--- config.mk ---
export PLATFORM = sky130hd
export DESIGN_NAME = recirc_scheduler
export DESIGN_NICKNAME = d
export VERILOG_FILES = /design/src/rtl/recirc_scheduler.sv
export SDC_FILE = /design/constraint.sdc
export NUM_CORES = 1
export LEC_CHECK = 0
export ABC_AREA = 1
export BUFFER_PORTS_ARGS = -buffer_cell sky130_fd_sc_hd__buf_4
export CORE_MARGIN = 5
export CORE_UTILIZATION = 40
export DETAILED_ROUTE_END_ITERATION = 6
export GPL_TIMING_DRIVEN = 0
export PLACE_DENSITY = 0.68
export SETUP_SLACK_MARGIN = 0.15
export SLEW_MARGIN = 20
export SYNTH_ARGS = -nofsm -noshare
export SYNTH_HDL_FRONTEND = slang
export SYNTH_SLANG_ARGS = --single-unit
export TNS_END_PERCENT = 100
--- constraint.sdc ---
create_clock -name clk -period 8 [get_ports clk]
set_input_delay 0.8 -clock clk [delete_from_list [all_inputs] [get_ports clk]]
set_output_delay 0.8 -clock clk [all_outputs]
set_load 0.01 [all_outputs]
--- src/rtl/recirc_scheduler.sv ---
// recirc_scheduler -- 4-lane recirculation stage controller.
//   Valid lane bytes are forwarded (registered, latency 1) to the lane mux.
//   Invalid lane bytes are captured into per-lane FIFOs when recirc_en is set.
//   A round-robin arbiter drains the FIFOs onto one valid/ready return channel.
// Ports:
//   clk, reset                 clock, asynchronous active-high reset
//   in0..in3, valid_in         lane data and per-lane valid
//   recirc_en                  enable capture of invalid lane bytes
//   data_mux0..3, valid_mux    registered forward data/valid
//   probe_data/lane/valid      return-channel beat to the prober
//   probe_ready                prober accepts the current beat
//   fifo_full                  registered per-lane FIFO full flags
//   drop_count                 (RECIRC_DROP_CNT_EN only) saturating drop counter
// Optional feature macro: RECIRC_DROP_CNT_EN
module recirc_scheduler #(
  parameter int DATA_W = 8,
  parameter int DEPTH  = 4
) (
  input  logic              clk,
  input  logic              reset,
  input  logic [DATA_W-1:0] in0,
  input  logic [DATA_W-1:0] in1,
  input  logic [DATA_W-1:0] in2,
  input  logic [DATA_W-1:0] in3,
  input  logic [3:0]        valid_in,
  input  logic              recirc_en,
  output logic [DATA_W-1:0] data_mux0,
  output logic [DATA_W-1:0] data_mux1,
  output logic [DATA_W-1:0] data_mux2,
  output logic [DATA_W-1:0] data_mux3,
  output logic [3:0]        valid_mux,
  output logic [DATA_W-1:0] probe_data,
  output logic [1:0]        probe_lane,
  output logic              probe_valid,
  input  logic              probe_ready,
  output logic [3:0]        fifo_full
`ifdef RECIRC_DROP_CNT_EN
  ,
  output logic [15:0]       drop_count
`endif
);

  localparam int AW = $clog2(DEPTH);
  localparam logic [AW:0] FULL_CNT = (AW+1)'(DEPTH);

  typedef enum logic {IDLE, SEND} state_t;
  state_t state, state_nx;

  logic [DATA_W-1:0] in_lane [4];
  logic [DATA_W-1:0] dmux    [4];
  logic [DATA_W-1:0] mem     [4][DEPTH];
  logic [AW-1:0]     wptr    [4];
  logic [AW-1:0]     rptr    [4];
  logic [AW:0]       count   [4];
  logic [AW:0]       count_nx[4];
  logic [1:0]        rr_ptr;
  logic [3:0]        push, pop, accept, drop;
  logic              found, load;
  logic [1:0]        winner, idx;

  assign in_lane[0] = in0;
  assign in_lane[1] = in1;
  assign in_lane[2] = in2;
  assign in_lane[3] = in3;
  assign data_mux0  = dmux[0];
  assign data_mux1  = dmux[1];
  assign data_mux2  = dmux[2];
  assign data_mux3  = dmux[3];
  assign probe_valid = (state == SEND);

  // Round-robin search over registered counts, so a byte pushed this cycle
  // is only eligible from the next cycle on.
  always_comb begin
    found  = 1'b0;
    winner = rr_ptr;
    idx    = rr_ptr;
    for (int unsigned k = 0; k < 4; k++) begin
      idx = rr_ptr + 2'(k);
      if (!found && count[idx] != '0) begin
        found  = 1'b1;
        winner = idx;
      end
    end
  end

  // A new beat is loaded from IDLE, or from SEND when the current beat is taken.
  always_comb begin
    state_nx = state;
    load     = 1'b0;
    case (state)
      IDLE: if (found) begin
        load     = 1'b1;
        state_nx = SEND;
      end
      SEND: if (probe_ready) begin
        load     = found;
        state_nx = found ? SEND : IDLE;
      end
      default: state_nx = IDLE;
    endcase
  end

  // A full FIFO still accepts a push when it is popped in the same cycle.
  always_comb begin
    pop = load ? (4'b0001 << winner) : 4'b0000;
    for (int unsigned i = 0; i < 4; i++) begin
      push[i]     = !valid_in[i] && recirc_en;
      accept[i]   = push[i] && ((count[i] != FULL_CNT) || pop[i]);
      drop[i]     = push[i] && (count[i] == FULL_CNT) && !pop[i];
      count_nx[i] = count[i] + (AW+1)'(accept[i]) - (AW+1)'(pop[i]);
    end
  end

  always_ff @(posedge clk) begin
    for (int unsigned i = 0; i < 4; i++)
      if (accept[i]) mem[i][wptr[i]] <= in_lane[i];
  end

  always_ff @(posedge clk or posedge reset) begin
    if (reset) begin
      state      <= IDLE;
      rr_ptr     <= '0;
      probe_data <= '0;
      probe_lane <= '0;
      fifo_full  <= '0;
      valid_mux  <= '0;
      for (int unsigned i = 0; i < 4; i++) begin
        dmux[i]  <= '0;
        wptr[i]  <= '0;
        rptr[i]  <= '0;
        count[i] <= '0;
      end
    end else begin
      state     <= state_nx;
      valid_mux <= valid_in;
      if (load) begin
        probe_data <= mem[winner][rptr[winner]];
        probe_lane <= winner;
        rr_ptr     <= winner + 2'd1;
      end
      for (int unsigned i = 0; i < 4; i++) begin
        if (valid_in[i]) dmux[i] <= in_lane[i];
        if (accept[i])   wptr[i] <= wptr[i] + AW'(1);
        if (pop[i])      rptr[i] <= rptr[i] + AW'(1);
        count[i]     <= count_nx[i];
        fifo_full[i] <= (count_nx[i] == FULL_CNT);
      end
    end
  end

`ifdef RECIRC_DROP_CNT_EN
  logic [2:0]  ndrop;
  logic [16:0] drop_sum;

  always_comb begin
    ndrop = 3'd0;
    for (int unsigned i = 0; i < 4; i++) ndrop = ndrop + 3'(drop[i]);
    drop_sum = {1'b0, drop_count} + 17'(ndrop);
  end

  always_ff @(posedge clk or posedge reset) begin
    if (reset)            drop_count <= '0;
    else if (drop_sum[16]) drop_count <= '1;
    else                  drop_count <= drop_sum[15:0];
  end
`endif

endmodule

==> results.py <==
metrics = {
    "die": {
        "die_w_um": 167,
        "start_util_pct": 40.6,
        "dieArea_um2": 27800,
        "io_pins": 91,
        "core_area_um2": 24200,
        "die_h_um": 167,
        "rows": 57,
    },
    "power": {
        "sequentialPowerShare_pct": 27.3,
        "pwr_density_cell_nw_per_um2": 469,
        "p_int_mw": 2.94,
        "leakage_nw": 5.51,
        "swShare_pct": 46.4,
        "combPwrFrac_pct": 54.1,
        "p_total_mw": 5.48,
        "power.switching_mw": 2.54,
        "peakVddDrop_uv": 213,
        "clock_power_share_pct": 18.7,
    },
    "global_routing": {
        "track_usage_pct": 17.8,
        "grt_pass1_vias": 6951,
        "grt_pass1_wl_um": 39200,
        "antenna_found_initial": 0,
        "grt_overflow": 0,
        "grt_max_degree": 53,
    },
    "yosys": {
        "synth.distinct_cells": 32,
        "ys_top_cells_by_area": "edfxtp_1 39%, dfrtp_1 21%, nand2_1 17%",
        "synth.yosys.seq_area_share_pct": 59.7,
        "synthCells": 1049,
        "async_reset_ff_share_pct": 38.8,
        "ys_ff_latch": 209,
        "synth_commonest_cells": "438 x nand2_1, 128 x edfxtp_1, 117 x nand3_1, 81 x dfrtp_1, 69 x inv_1",
        "synth_warnings": 0,
        "syn-num-nets": 1117,
        "yosysMostFrequentCell": "nand2_1",
        "syn_area_um2": 9840,
        "synthFlopType": "edfxtp_1",
        "synth_enable_flop_cells": 128,
        "syn_area_per_cell_um2": 9.38,
        "synth_top_area_cell": "edfxtp_1",
        "synth_top_cell_area_share_pct": 39.1,
    },
    "critical_path": {
        "cp-endpoint": "fifo_full[2]",
        "reg2reg_depth": 21,
        "required_ps": 8400,
        "cp-startpoint": "rr_ptr[0]",
        "rrSetupSlack_ps": 4060,
        "crit_fanout": 10,
        "crit_type": "register to register",
        "start_kind": "register",
        "r2r-end": "fifo_full[2]",
        "cp-end-kind": "register",
        "r2r-start": "rr_ptr[0]",
        "critPathArrivalTime_ps": 4340,
    },
    "clocking": {
        "htreeDepth": 1,
        "clkTransAtPathRegs_ps": 70,
        "clock-root-buffer": "clkbuf_16",
        "cts_setup_buffers": 0,
        "cts_resized": 0,
        "cts_max_path_buffers": 3,
        "cts_buffers": 23,
        "cts_tree": "yes",
        "clock-sinks": 209,
        "clk_latency_ps": 500,
        "hold_buffers": 0,
    },
    "sta": {
        "setup-tns-final_ps": 0,
        "hold_violations": 0,
        "finClkSkew_ps": 15.5,
        "relSlewSlack_pct": 45.1,
        "slew_viol_final": 0,
        "rsz0062_at_grt": "no",
        "setup_viol": 0,
        "layout_min_cycle_time_ps": 3940,
        "finalCritPeriodShare_pct": 49.2,
        "setup_slack_ps": 4060,
        "worst-slew-pin-transition_ps": 821,
        "fmax_mhz": 254,
    },
    "drt": {
        "ant_nets": 0,
        "wl_per_cell_um": 16.5,
        "vias": 7201,
        "drtIter0Drc": 564,
        "firstDrtPassIters": 5,
        "viasPerCell": 4.78,
        "drc": 0,
        "wirelength_um": 24900,
    },
    "placement": {
        "dp_hpwl_um": 18700,
        "gp_congestion": 0.890,
        "post-place-ws_ps": 4080,
        "port_buffers": 90,
        "dp.cells": 1464,
    },
    "job": {
        "maxCapViolCount": 0,
    },
    "layout": {
        "layout-drive-gt1-share_pct": 16.6,
        "antenna_cells": 0,
        "area_delta_synth_final_pct": 18.6,
        "layoutNonFillerInstCount": 1505,
        "fin_nets": 1233,
    },
    "run_status": {
        "status": "complete, no violations",
    },
    "hold_path": {
        "hp-class": "primary input to asynchronous set/reset pin",
    },
}
-- metrics by stage --
step,hold WS [ps],util (%),area [µm²]
3_3_place_gp,454,45.0,10900
4_1_cts,306,48.1,11700
5_1_grt,332,48.1,11700
6_report,303,48.1,11700
2_1_floorplan,442,-,9840
3_5_place_dp,459,45.2,11000
-- power groups by stage --
stage	Clock [mW]	Combinational [mW]	Sequential, mW
after global placement	0	2.88	1.51
after detailed placement	0	2.92	1.51
final	1.02	2.96	1.49
after global routing	1.09	3.37	1.52
after floorplan	0	2.09	1.50
after CTS	1.04	2.95	1.49
-- cells by family after synthesis --
kind of cell | count (synthesis) | synth area share, %
buffers and inverters | 139 | 6.37
xor gates and xnor gates | 17 | 1.51
AOI/OAI and AO/OA | 21 | 1.09
DFF | 209 | 59.7
and+or+nand+nor | 635 | 27.5
adders and majority gates | 28 | 3.87
-- worst min-delay path by stage --
stage,endpoint,slack (ps),cells past startpoint
finish,fifo_full[0],300,2
global route,fifo_full[0],330,2
CTS,fifo_full[0],310,2
detailed placement,rptr[7],460,1
global placement,rptr[3],450,1
floorplan,rptr[7],440,1
-- area by class of cell --
cell class,count,area (µm²)
multi-input cells,701,3340
clock buffers,24,579
inverters,99,379
flip-flops and latches,209,5870
clock inverters,17,144
repair buffers,91,703
well taps,324,405
plain buffers,40,250
fillers,2333,12600
-- flip-flops by register name, summed over array words and instances, names as in the netlist, 8 cells and up --
register / flops
wptr: 8
probe_data: 8
rptr: 8
data_mux3: 8
mem: 128
data_mux2: 8
data_mux0: 8
data_mux1: 8
count: 12
-- layout by cell type, fill, tap and decap left out, drive strengths merged, types with 16 or more instances in the layout --
master / Yosys / routed
buf: 31 / 122
clkbuf: 9 / 33
clkinv: 17 / 27
dfrtp: 81 / 81
edfxtp: 128 / 128
ha: 24 / 24
inv: 82 / 82
nand2: 450 / 450
nand3: 124 / 124
nor2: 50 / 50
o21ai: 16 / 16
-- per-layer routing --
layer,wire (µm),global-route usage [%],share of wire [%]
met1,11500,26.4,46
met2,11500,28.5,46
met3,1470,2.25,5.9
met4,340,3.20,1.4
met5,0,0,0
-- critical path, stage by stage (launching register included) --
cell and delay (ps):
dfrtp_1 370, buf_6 140, buf_6 140, nand2_1 50, nand2_1 130, nor2_1 110
nand2_1 80, nand2_2 120, nand2_2 80, nor2_4 120, nand3_2 180, nand2_4 160
buf_6 160, nand3_1 130, nand4_1 140, nand3_2 250, ha_1 380, inv_1 40
ha_1 190, fa_1 390, xor2_1 220, nor3b_1 230
No activity file was read; power rests on OpenSTA's default activity.
